$ cat src/rtl/acc_op_sequencer_pkg.sv
// Shared op codes, FSM state type and op-class helpers for the accumulator sequencer.
// Pure definitions: no latency and no handshake of its own.
package acc_seq_pkg;

  typedef logic [2:0] op_t;

  localparam op_t OP_ADD = 3'b000;
  localparam op_t OP_AND = 3'b001;
  localparam op_t OP_CMA = 3'b010;
  localparam op_t OP_INC = 3'b011;
  localparam op_t OP_DEC = 3'b100;
  localparam op_t OP_LDI = 3'b101;
  localparam op_t OP_NOP = 3'b110;
  localparam op_t OP_LDE = 3'b111;

  localparam op_t ALU_IDLE_CTRL = 3'b110;

  typedef enum logic [1:0] {IDLE, FETCH, EXEC, WB} state_t;

  function automatic logic is_mem_op(input op_t op);
    return (op == OP_ADD) || (op == OP_AND);
  endfunction

  function automatic logic writes_e(input op_t op);
    return (op == OP_ADD) || (op == OP_INC) || (op == OP_DEC);
  endfunction

endpackage

$ cat src/rtl/acc_op_sequencer_if.sv
// Instruction handshake and operand-read bus; slave = sequencer, master = issuer/memory side.
// Wires only: no latency; instr_ready and mem_ack carry the backpressure.
interface acc_op_sequencer_if
  import acc_seq_pkg::*;
#(
  parameter int AW = 12,
  parameter int DW = 16
);
  logic          instr_valid;
  logic          instr_ready;
  op_t           instr_op;
  logic [AW-1:0] instr_addr;
  logic          mem_req;
  logic [AW-1:0] mem_addr;
  logic          mem_ack;
  logic [DW-1:0] mem_rdata;

  modport slave (
    input  instr_valid, instr_op, instr_addr, mem_ack, mem_rdata,
    output instr_ready, mem_req, mem_addr
  );

  modport master (
    output instr_valid, instr_op, instr_addr, mem_ack, mem_rdata,
    input  instr_ready, mem_req, mem_addr
  );
endinterface

$ cat src/rtl/acc_op_sequencer_mem_if.sv
// Operand read port: holds mem_req/mem_addr from accept until ack and captures DR on ack.
// Request drops the cycle after the ack edge; waits indefinitely while mem_ack stays low.
module acc_seq_mem_if #(
  parameter int AW = 12,
  parameter int DW = 16
) (
  input  logic          clk,
  input  logic          rst_n,
  input  logic          load,
  input  logic          fetch,
  input  logic [AW-1:0] load_addr,
  output logic          mem_req,
  output logic [AW-1:0] mem_addr,
  input  logic          mem_ack,
  input  logic [DW-1:0] mem_rdata,
  output logic [DW-1:0] dr,
  output logic          fetch_done
);

  // An ack only counts while a request is outstanding; strays are dropped.
  assign fetch_done = mem_req & mem_ack;

  always_ff @(posedge clk or negedge rst_n) begin
    if (!rst_n) begin
      mem_req  <= 1'b0;
      mem_addr <= '0;
      dr       <= '0;
    end else begin
      if (load) begin
        mem_addr <= load_addr;
        mem_req  <= fetch;
      end else if (fetch_done) begin
        mem_req <= 1'b0;
      end
      if (fetch_done) dr <= mem_rdata;
    end
  end

endmodule

$ cat src/rtl/acc_op_sequencer.sv
// Accumulator ALU sequencer: IDLE->FETCH(ADD/AND)->EXEC->WB; z_flag port only with ACC_SEQ_ZFLAG_EN.
// Latency 3 cycles plus memory wait; instr_ready is high only in IDLE, so issue is at most one op per 3 cycles.
module acc_op_sequencer
  import acc_seq_pkg::*;
#(
  parameter int DW  = 16,
  parameter int AW  = 12,
  parameter int IPW = 8
) (
  input  logic           clk,
  input  logic           rst_n,
  acc_op_sequencer_if.slave bus,
  output op_t            alu_ctrl,
  output logic           alu_cin,
  output logic [DW-1:0]  alu_ac,
  output logic [DW-1:0]  alu_dr,
  output logic [IPW-1:0] alu_ip,
  input  logic [DW-1:0]  alu_out,
  input  logic           alu_cout,
  output logic [DW-1:0]  ac,
  output logic           e_flag,
  output logic           done
`ifdef ACC_SEQ_ZFLAG_EN
  ,
  output logic           z_flag
`endif
);

  state_t         state;
  op_t            op_q;
  logic [IPW-1:0] ip_q;
  logic [DW-1:0]  ac_q;
  logic [DW-1:0]  dr;
  logic           e_q;
  logic           done_q;
  logic           accept;
  logic           fetch_done;

  assign bus.instr_ready = (state == IDLE);
  assign accept          = (state == IDLE) && bus.instr_valid;

  acc_seq_mem_if #(.AW(AW), .DW(DW)) u_mem (
    .clk        (clk),
    .rst_n      (rst_n),
    .load       (accept),
    .fetch      (is_mem_op(bus.instr_op)),
    .load_addr  (bus.instr_addr),
    .mem_req    (bus.mem_req),
    .mem_addr   (bus.mem_addr),
    .mem_ack    (bus.mem_ack),
    .mem_rdata  (bus.mem_rdata),
    .dr         (dr),
    .fetch_done (fetch_done)
  );

  // Ctrl parks on the idle code outside EXEC/WB so each op gives the ALU a Ctrl edge.
  assign alu_ctrl = ((state == EXEC) || (state == WB)) ? op_q : ALU_IDLE_CTRL;
  assign alu_cin  = e_q;
  assign alu_ac   = ac_q;
  assign alu_dr   = dr;
  assign alu_ip   = ip_q;
  assign ac       = ac_q;
  assign e_flag   = e_q;
  assign done     = done_q;

  always_ff @(posedge clk or negedge rst_n) begin
    if (!rst_n) begin
      state  <= IDLE;
      op_q   <= OP_NOP;
      ip_q   <= '0;
      ac_q   <= '0;
      e_q    <= 1'b0;
      done_q <= 1'b0;
    end else begin
      done_q <= 1'b0;
      case (state)
        IDLE: begin
          if (bus.instr_valid) begin
            op_q  <= bus.instr_op;
            ip_q  <= bus.instr_addr[IPW-1:0];
            state <= is_mem_op(bus.instr_op) ? FETCH : EXEC;
          end
        end
        FETCH: begin
          if (fetch_done) state <= EXEC;
        end
        EXEC: state <= WB;
        WB: begin
          if (op_q != OP_NOP) ac_q <= alu_out;
          if (writes_e(op_q)) e_q <= alu_cout;
          done_q <= 1'b1;
          state  <= IDLE;
        end
        default: state <= IDLE;
      endcase
    end
  end

`ifdef ACC_SEQ_ZFLAG_EN
  always_ff @(posedge clk or negedge rst_n) begin
    if (!rst_n) begin
      z_flag <= 1'b0;
    end else if ((state == WB) && (op_q != OP_NOP)) begin
      z_flag <= (alu_out == '0);
    end
  end
`endif

endmodule

$ cat src/flat_wrapper.sv
// flat-port wrapper written by rule: the top's interface ports become plain ports
module acc_op_sequencer_flat import acc_seq_pkg::*;
#(
  parameter int DW  = 16,
  parameter int AW  = 12,
  parameter int IPW = 8
)
  (clk, rst_n, alu_ctrl, alu_cin, alu_ac, alu_dr, alu_ip, alu_out, alu_cout, ac, e_flag, done, bus_instr_valid, bus_instr_op, bus_instr_addr, bus_mem_ack, bus_mem_rdata, bus_instr_ready, bus_mem_req, bus_mem_addr);
  acc_op_sequencer_if #(.AW(AW), .DW(DW)) bus_i ();
  input  logic clk;
  input  logic rst_n;
  output op_t alu_ctrl;
  output logic alu_cin;
  output logic [DW-1:0] alu_ac;
  output logic [DW-1:0] alu_dr;
  output logic [IPW-1:0] alu_ip;
  input  logic [DW-1:0] alu_out;
  input  logic alu_cout;
  output logic [DW-1:0] ac;
  output logic e_flag;
  output logic done;
  input wire logic [$bits(bus_i.instr_valid)-1:0] bus_instr_valid;
  input wire logic [$bits(bus_i.instr_op)-1:0] bus_instr_op;
  input wire logic [$bits(bus_i.instr_addr)-1:0] bus_instr_addr;
  input wire logic [$bits(bus_i.mem_ack)-1:0] bus_mem_ack;
  input wire logic [$bits(bus_i.mem_rdata)-1:0] bus_mem_rdata;
  output wire logic [$bits(bus_i.instr_ready)-1:0] bus_instr_ready;
  output wire logic [$bits(bus_i.mem_req)-1:0] bus_mem_req;
  output wire logic [$bits(bus_i.mem_addr)-1:0] bus_mem_addr;
  assign bus_i.instr_valid = bus_instr_valid;
  assign bus_i.instr_op = bus_instr_op;
  assign bus_i.instr_addr = bus_instr_addr;
  assign bus_i.mem_ack = bus_mem_ack;
  assign bus_i.mem_rdata = bus_mem_rdata;
  assign bus_instr_ready = bus_i.instr_ready;
  assign bus_mem_req = bus_i.mem_req;
  assign bus_mem_addr = bus_i.mem_addr;
  acc_op_sequencer #(.DW(DW), .AW(AW), .IPW(IPW)) u_core (.clk(clk), .rst_n(rst_n), .bus(bus_i), .alu_ctrl(alu_ctrl), .alu_cin(alu_cin), .alu_ac(alu_ac), .alu_dr(alu_dr), .alu_ip(alu_ip), .alu_out(alu_out), .alu_cout(alu_cout), .ac(ac), .e_flag(e_flag), .done(done));
endmodule
$ cat config.mk
export PLATFORM = sky130hd
export DESIGN_NAME = acc_op_sequencer_flat
export DESIGN_NICKNAME = d
export VERILOG_FILES = /design/src/rtl/acc_op_sequencer_pkg.sv /design/src/rtl/acc_op_sequencer_if.sv /design/src/rtl/acc_op_sequencer_mem_if.sv /design/src/rtl/acc_op_sequencer.sv /design/src/flat_wrapper.sv
export SDC_FILE = /design/constraint.sdc
export NUM_CORES = 1
export LEC_CHECK = 0
export CAP_MARGIN = 20
export CORE_ASPECT_RATIO = 0.5
export CORE_MARGIN = 5
export CORE_UTILIZATION = 37
export CTS_BUF_LIST = sky130_fd_sc_hd__clkbuf_4 sky130_fd_sc_hd__clkbuf_8 sky130_fd_sc_hd__clkbuf_16
export CTS_CLUSTER_DIAMETER = 200
export CTS_CLUSTER_SIZE = 25
export DETAILED_ROUTE_END_ITERATION = 10
export PLACE_DENSITY = 0.77
export SYNTH_ARGS = -nofsm -noshare
export SYNTH_HDL_FRONTEND = slang
export SYNTH_SLANG_ARGS = --single-unit
$ cat constraint.sdc
create_clock -name clk -period 3.85 [get_ports clk]
set_clock_uncertainty 0.05 [all_clocks]
set_input_delay 0.385 -clock clk [delete_from_list [all_inputs] [get_ports clk]]
set_output_delay 0.385 -clock clk [all_outputs]
set_load 0.02 [all_outputs]
After elaboration in Yosys (flattened, before gate mapping). Cells that the tools add are included. W data, S select, Z words.

Multiplexer cells: 8. Eq/ne operators: 9. Reductions and logical operators: 13. Bitwise logic cells: 1.

Operators with widths (number): $pmux W2 S4 (1); $reduce_and A2 Y1 (4); $logic_not A3 Y1 (2); $mux W2 (3); $eq A2 B2 Y1 const B (2); $logic_or A1 B1 Y1 (4); $eq A3 B1 Y1 const B (1); $eq A3 B2 Y1 const B (1); $eq A3 B3 Y1 const B (1); $mux W1 (3); $mux W3 (1); $ne A3 B3 Y1 const B (1); $eq A2 B1 Y1 const B (1); $logic_not A2 Y1 (1); $ne A2 B1 Y1 const B (1); $ne A2 B2 Y1 const B (1); $reduce_bool A2 Y1 (1); $and A1 B1 Y1 (1); $logic_and A1 B1 Y1 (1).

Bits in registers: 60. Output and inout port bits: 76.

Logic depth before layout (Yosys ltp). Gate-level depths: netlist of run 1.

Depth in word-level cells: 5. Depth in mapped cells: 6. Mapped depth without buffers: 5.

Cells and area by module. A second synthesis of run 1 with hierarchy kept.

Cells, all modules: 169. Area, all modules: 2615.0 µm².

By module, submodules not included: acc_op_sequencer (cells each 105, area each 1481.4 µm², times used 1); acc_seq_mem_if (cells each 64, area each 1133.6 µm², times used 1).

Worst setup path after synthesis of run 1. Ideal clock, no wire load.

Path type: register to register. From: register u_core.state[0]. To: register u_core.u_mem.mem_addr[10]. Data required time: 3.675 ns. Stages on the path, launching flop included: 6. Setup time: 0.125 ns. Path slack: 2.231 ns. Path buffers: 1. Arrival time: 1.444 ns. Cell sequence: dfrtp_1 -> inv_1 -> ha_1 -> nand2_4 -> buf_6 -> mux2_4.

Cells in the longest elaborated chain, start to end: 2.

Ends and longest elaborated chain: start: declaration (line acc_op_sequencer.sv:29) `state_t state;`; start signal: assignment (line acc_op_sequencer.sv:81) `state <= is_mem_op(bus.instr_op) ? FETCH : EXEC;`; $logic_not A2 Y1; named net bus_instr_ready (line flat_wrapper.sv:27) `output wire logic [$bits(bus_i.instr_ready)-1:0] bus_instr_ready;`; $logic_and A1 B1 Y1 (line acc_op_sequencer.sv:40) `assign accept = (state == IDLE) && bus.instr_valid;`; end signal: assignment (line acc_op_sequencer_mem_if.sv:30) `mem_addr <= load_addr;`; end: declaration (line acc_op_sequencer_mem_if.sv:13) `output logic [AW-1:0] mem_addr,`.

The timed path passes the listed nets, and every way through them passes these cells. A chain may end at the register's enable or synchronous reset.

Worst setup path in the final report of run 1.
From: register u_core.state[1]. To: output port alu_ctrl[2].

Cells in the longest elaborated chain, start to end: 3. Elaborated cells on any way between the ends: 4.

Ends and longest elaborated chain: $eq A2 B2 Y1 (line acc_op_sequencer.sv:57) `assign alu_ctrl = ((state == EXEC) || (state == WB)) ? op_q : ALU_IDLE_CTRL;`; $logic_or A1 B1 Y1 * (line acc_op_sequencer.sv:57); $mux W3 * (line acc_op_sequencer.sv:57); end: declaration (line flat_wrapper.sv:12) `output op_t alu_ctrl;`.

Every way passes the cells marked *; elsewhere a longest branch is shown, timed or not.

==> results of run 1 <==
## critical path, cell delays in order, from the launching register on
cell and delay, ns:
dfrtp_1 0.39, ha_1 0.33, nor2_1 0.08, or2_2 0.27
clkdlybuf4s50_1 0.54
## cell families after synthesis
kind of cell               synth area share [%]
AOI/OAI and AO/OA                         2.034
and+or+nand+nor                           4.444
muxes                                     25.91
adders and majority gates                 2.141
DFF                                       55.78
buffers and inverters                     9.689
## layer usage
layer	wire length (um)	global-route usage, %
met5	0	0
met4	82	3.626
met3	211	2.991
met2	3094	26.59
met1	2152	14.73
## state kept, by name (all words and copies together) (netlist names)
signal	flops
u_core.ac	16
u_core.alu_cin	1
u_core.done	1
u_core.op_q	3
u_core.state	2
u_core.u_mem.dr	16
u_core.u_mem.mem_addr	12
u_core.u_mem.mem_req	1
## path summary, 6_finish.rpt
path / slack (ns) / cells after the start / start / to
setup / recovery: 1.51 / 4 / u_core.state[1]$_DFFE_PN0P_ / alu_ctrl[2]
hold / removal: 0.003 / 1 / rst_n / u_core.u_mem.mem_addr[11]$_DFFE_PN0P_
setup reg to reg: 2.22 / 5 / u_core.state[0]$_DFFE_PN0P_ / u_core.state[1]$_DFFE_PN0P_
hold reg to reg: 0.45 / 1 / u_core.u_mem.dr[5]$_DFFE_PN0P_ / u_core.u_mem.dr[5]$_DFFE_PN0P_
max in group asynchronous: 3.15 / 2 / rst_n / u_core.op_q[2]$_DFFE_PN1P_
min in group clk: 0.45 / 1 / u_core.u_mem.dr[5]$_DFFE_PN0P_ / u_core.u_mem.dr[5]$_DFFE_PN0P_
## power groups by stage
stage / Combinational, mW / Sequential, mW / Clock [mW]
after floorplan: 0.949 / 1.32 / 0
after global placement: 2.01 / 1.02 / 0
after detailed placement: 2.05 / 1.04 / 0
after CTS: 2.05 / 1.03 / 0.461
after global routing: 2.12 / 1.07 / 0.494
final: 2.02 / 1.03 / 0.451
## synth_stat cells (all sizes together) (2+ instances only)
cell type / number / area share (%)
buf: 28 / 9.2
a21oi: 2 / 0.59
dfrtp: 50 / 54
ha: 4 / 2.1
nor2b: 3 / 0.80
mux2: 48 / 25
inv: 3 / 0.48
o21ai: 2 / 0.43
mux2i: 2 / 0.86
nand3b: 2 / 1.2
nand2: 4 / 1.4
dfstp: 2 / 2.2
nor2: 3 / 0.48
## stage by stage
step	hold slack, ns	utilization (%)
final	0.003211	60.14
after global routing	0.03986	60.14
after detailed placement	0.3134	57.62
after global placement	0.4382	57.30
after floorplan	0.03941	-
after CTS	0.01295	60.14
## cell type report
cell class	count	share of cell area [%]
timing repair buffer	128	35.03
clock buffer	8	4.191
multi-input combinational	75	21.98
inverter	3	0.3066
sequential	52	35.50
tap	88	2.998
==> flow_summary_export.csv, run 1 <==
group,metric,value,unit
clocking,numClockSinks,52,
final_layout,multiInputGateArea,807.0,um^2
synth,synthDistinctLibCells,25,
place,dp_slack,1.826,ns
place,io_buffers,127,
setup_path,endpoint_kind,"output port",
place,placed_cell_area,3518,um^2
final_layout,final_common_cell,"clkdlybuf4s50_1",
clocking,clockBufferDepth,2,
floorplan,die_x,122.4,um
clocking,holdBufCountCts,0,
synth,synth_edf_count,0,
final_layout,areaGrowthSynthToFinish,57.12,%
place,gp_congestion,0.7185,
synth,avgSynthCellArea,14.79,um^2
pwr,cellLeakagePower,1.590,nW
clocking,insertion_delay,0.28,ns
pwr,power,3.502,mW
timing,period_minus_slack,2.338,ns
pwr,p_clk_share,12.9,%
pwr,power_frac_seq,29.4,%
place,hpwl,4.500,mm
routing,via_count,1547,
global_routing,antenna_found_initial,0,
setup_path,worst-setup-path-type,"reg2out",
global_routing,first_global_vias,1732,
routing,ant_nets,0,
global_routing,grt_max_degree,34,
pwr,p_switching,1.303,mW
synth,yosys_warnings,0,
setup_path,arrival,1.90,ns
clocking,cts_made_buffers,5,
pwr,p_int,2.199,mW
clocking,cts_setup_buffers,0,
pwr,comb_power_share,57.7,%
synth,syn_nets,214,
synth,ys_ff_latch,52,
hold_path,hold_path.class,"in2async",
status,outcome,"finished, final reports clean",
final_layout,finalNetCount,321,
final_layout,n_fill_cell,501,
floorplan,coreArea,6106,um^2
floorplan,rows,20,
routing,drc,0,
clocking,cts_resized,0,
setup_path,crit_path_start_kind,"flip-flop",
clocking,cts_root_buf,"clkbuf_16",
floorplan,die_area,8103,um^2
timing,rsz0062_at_grt,"no",
synth,yosysSeqAreaShare,55.78,%
final_layout,drive_gt1_share,24.81,%
pwr,ir_worst_vdd,294.3,uV
global_routing,grt_pass1_wl,8.638,mm
synth,ys.flop_type,"dfrtp_1",
timing,slew_viol_final,0,
routing,routed_via_density,4.370,
timing,tightestPinTransition,0.4742,ns
routing,drt_iter0_markers,33,
final_layout,mostFrequentLayoutCells,"clkdlybuf4s50_1 (126), dfrtp_1 (50), mux2_2 (36), mux2_4 (12), clkbuf_16 (5)",
final_layout,n_antenna_cell,0,
timing,fmax,0.4278,GHz
floorplan,die_h,66.20,um
timing,hold_violations,0,
clocking,h-tree-depth,2,
setup_path,critPathMaxFanout,6,
job,drv_cap,0,
final_layout,fin_cells,354,
final_layout,final_area,3672,um^2
timing,timing.slew.headroom,68.39,%
routing,drt-wirelength-per-cell,15.65,um
synth,syn-cell-area,2337,um^2
global_routing,grt_use_total,13.53,%
timing,finalCritPeriodShare,60.71,%
timing,setup_violations,0,
timing,setup_tns,0,ns
synth,async_flop_share,100.0,%
final_layout,ff_latch_area,1304,um^2
timing,setup_slack,1.512,ns
synth,syn_inst,158,
routing,drt_wl_total,5.541,mm
floorplan,start_util,38.28,%
pwr,power-per-cell-area,953.6,nW/um^2
place,dp_cells,346,
pwr,swShare,37.21,%
setup_path,timing.critical_path.required,3.41,ns
routing,dr.pass1.iters,3,
floorplan,pin_count,128,
clocking,path_clk_slew,0.06,ns
global_routing,grt-ovfl-total,0,
clocking,cts_tree,"done",
No activity file was read; power rests on OpenSTA's default activity.
==> inputs of run 2 (changes only) <==
- clock period: 3.85 -> 2.3 ns (I/O delays scaled with it)
==> flow_summary_export.csv, run 2 (synthesis gave the netlist of run 1 again) <==
group,metric,value,unit
status,outcome,"finished, final reports clean",
final_layout,drive_gt1_share,25.00,%
place,gp_congestion,0.6768,
floorplan,rows,20,
global_routing,grt-ovfl-total,0,
place,dp_cells,348,
pwr,comb_power_share,58.2,%
clocking,path_clk_slew,0.06,ns
timing,whs,0.3746,ns
setup_path,crit_path_start_kind,"flip-flop",
routing,drt_iter0_markers,23,
clocking,numClockSinks,52,
timing,finalCritPeriodShare,94.74,%
setup_path,endpoint_kind,"output port",
hold_path,hold_path.class,"in2async",
routing,ant_nets,0,
timing,setup_violations,0,
global_routing,antenna_found_initial,0,
final_layout,final_util,60.08,%
setup_path,timing.critical_path.required,2.02,ns
final_layout,n_antenna_cell,0,
clocking,h-tree-depth,2,
global_routing,grt_max_degree,21,
place,io_buffers,127,
pwr,p_switching,2.187,mW
final_layout,finalNetCount,324,
pwr,p_int,3.632,mW
final_layout,fin_cells,356,
timing,setup_slack,0.1209,ns
global_routing,first_global_vias,1769,
pwr,power-per-cell-area,1586,nW/um^2
floorplan,pin_count,128,
pwr,swShare,37.59,%
pwr,power_frac_seq,29.5,%
timing,timing.slew.headroom,75.58,%
timing,slew_viol_final,0,
routing,dr.pass1.iters,2,
routing,drt_wl_total,5.699,mm
setup_path,worst-setup-path-type,"reg2out",
floorplan,start_util,38.28,%
clocking,insertion_delay,0.28,ns
timing,period_minus_slack,2.179,ns
clocking,cts_resized,0,
routing,drt-wirelength-per-cell,16.01,um
setup_path,critPathMaxFanout,6,
timing,rsz0062_at_grt,"no",
global_routing,grt_use_total,14.25,%
timing,hold_violations,0,
setup_path,arrival,1.90,ns
clocking,cts_tree,"done",
timing,setup_tns,0,ns
global_routing,grt_pass1_wl,9.032,mm
place,hpwl,4.537,mm
pwr,p_clk_share,12.2,%
clocking,holdBufCountCts,1,
clocking,cts_setup_buffers,0,
final_layout,final_common_cell,"clkdlybuf4s50_1",
routing,drc,0,
pwr,ir_worst_vdd,520.4,uV
clocking,cts_root_buf,"clkbuf_16",
timing,fmax,0.4589,GHz
routing,via_count,1592,
place,dp_slack,0.4205,ns
clocking,clockBufferDepth,2,
routing,routed_via_density,4.472,
floorplan,die_x,122.4,um
pwr,cellLeakagePower,1.591,nW
final_layout,areaGrowthSynthToFinish,56.96,%
final_layout,mostFrequentLayoutCells,"clkdlybuf4s50_1 (126), dfrtp_1 (50), mux2_2 (36), mux2_4 (12), clkbuf_16 (5)",
floorplan,die_area,8103,um^2
clocking,cts_made_buffers,5,
job,drv_cap,0,
floorplan,coreArea,6106,um^2
floorplan,die_h,66.20,um
timing,tightestPinTransition,0.3663,ns
==> run 2: changes by cell type in the layout (fill, tap and decap cells not counted), sizes merged <==
cell / before / now
dlygate4sd3: 0 / 1
clkbuf: 8 / 6
buf: 2 / 4
clkinv: 0 / 1
==> run 2: path summary, 6_finish.rpt <==
kind                                           startpoint  depth (start not counted)                                    end  slack [ns]
setup / recovery              u_core.state[1]$_DFFE_PN0P_                          4                            alu_ctrl[2]        0.12
hold / removal                                      rst_n                          2  u_core.u_mem.mem_addr[11]$_DFFE_PN0P_        0.37
setup reg to reg              u_core.state[0]$_DFFE_PN0P_                          5            u_core.state[1]$_DFFE_PN0P_        0.69
hold reg to reg            u_core.u_mem.dr[0]$_DFFE_PN0P_                          1         u_core.u_mem.dr[0]$_DFFE_PN0P_        0.45
max in group asynchronous                           rst_n                          3         u_core.u_mem.dr[0]$_DFFE_PN0P_        1.23
min in group clk           u_core.u_mem.dr[0]$_DFFE_PN0P_                          1         u_core.u_mem.dr[0]$_DFFE_PN0P_        0.45
==> run 2: power groups by stage <==
stage	registers, mW	clock network [mW]	logic [mW]
global route	1.80	0.775	3.56
global placement	1.70	0	3.38
detailed placement	1.73	0	3.43
CTS	1.73	0.738	3.44
floorplan	2.20	0	1.59
finish	1.72	0.713	3.39
==> run 2: metal layers <==
layer	track usage, %	routed length [um]	vias to the layer above
met1	14.62	2106	814
li1	-	-	734
met5	0	0	-
met4	3.766	51	0
met2	29.32	3310	39
met3	2.991	231	5
==> run 2: final cells by class <==
class | count | area [um^2]
timing repair buffer | 131 | 1299
tap | 88 | 110.1
clock inverter | 1 | 5.005
multi-input combinational | 75 | 807.0
sequential | 52 | 1304
clock buffer | 6 | 132.6
inverter | 3 | 11.26
fill | 527 | 2437
==> run 2: critical path, cell delays in order (launching register included) <==
cell and delay (ns):
dfrtp_1 0.39, ha_1 0.32, nor2_1 0.09, or2_2 0.27, clkdlybuf4s50_1 0.55
==> run 2: stage by stage <==
stage / instance area [um^2] / power [mW]
finish: 3669 / 5.820
global route: 3669 / 6.133
CTS: 3669 / 5.908
floorplan: 2337 / 3.790
global placement: 3521 / 5.076
detailed placement: 3521 / 5.164
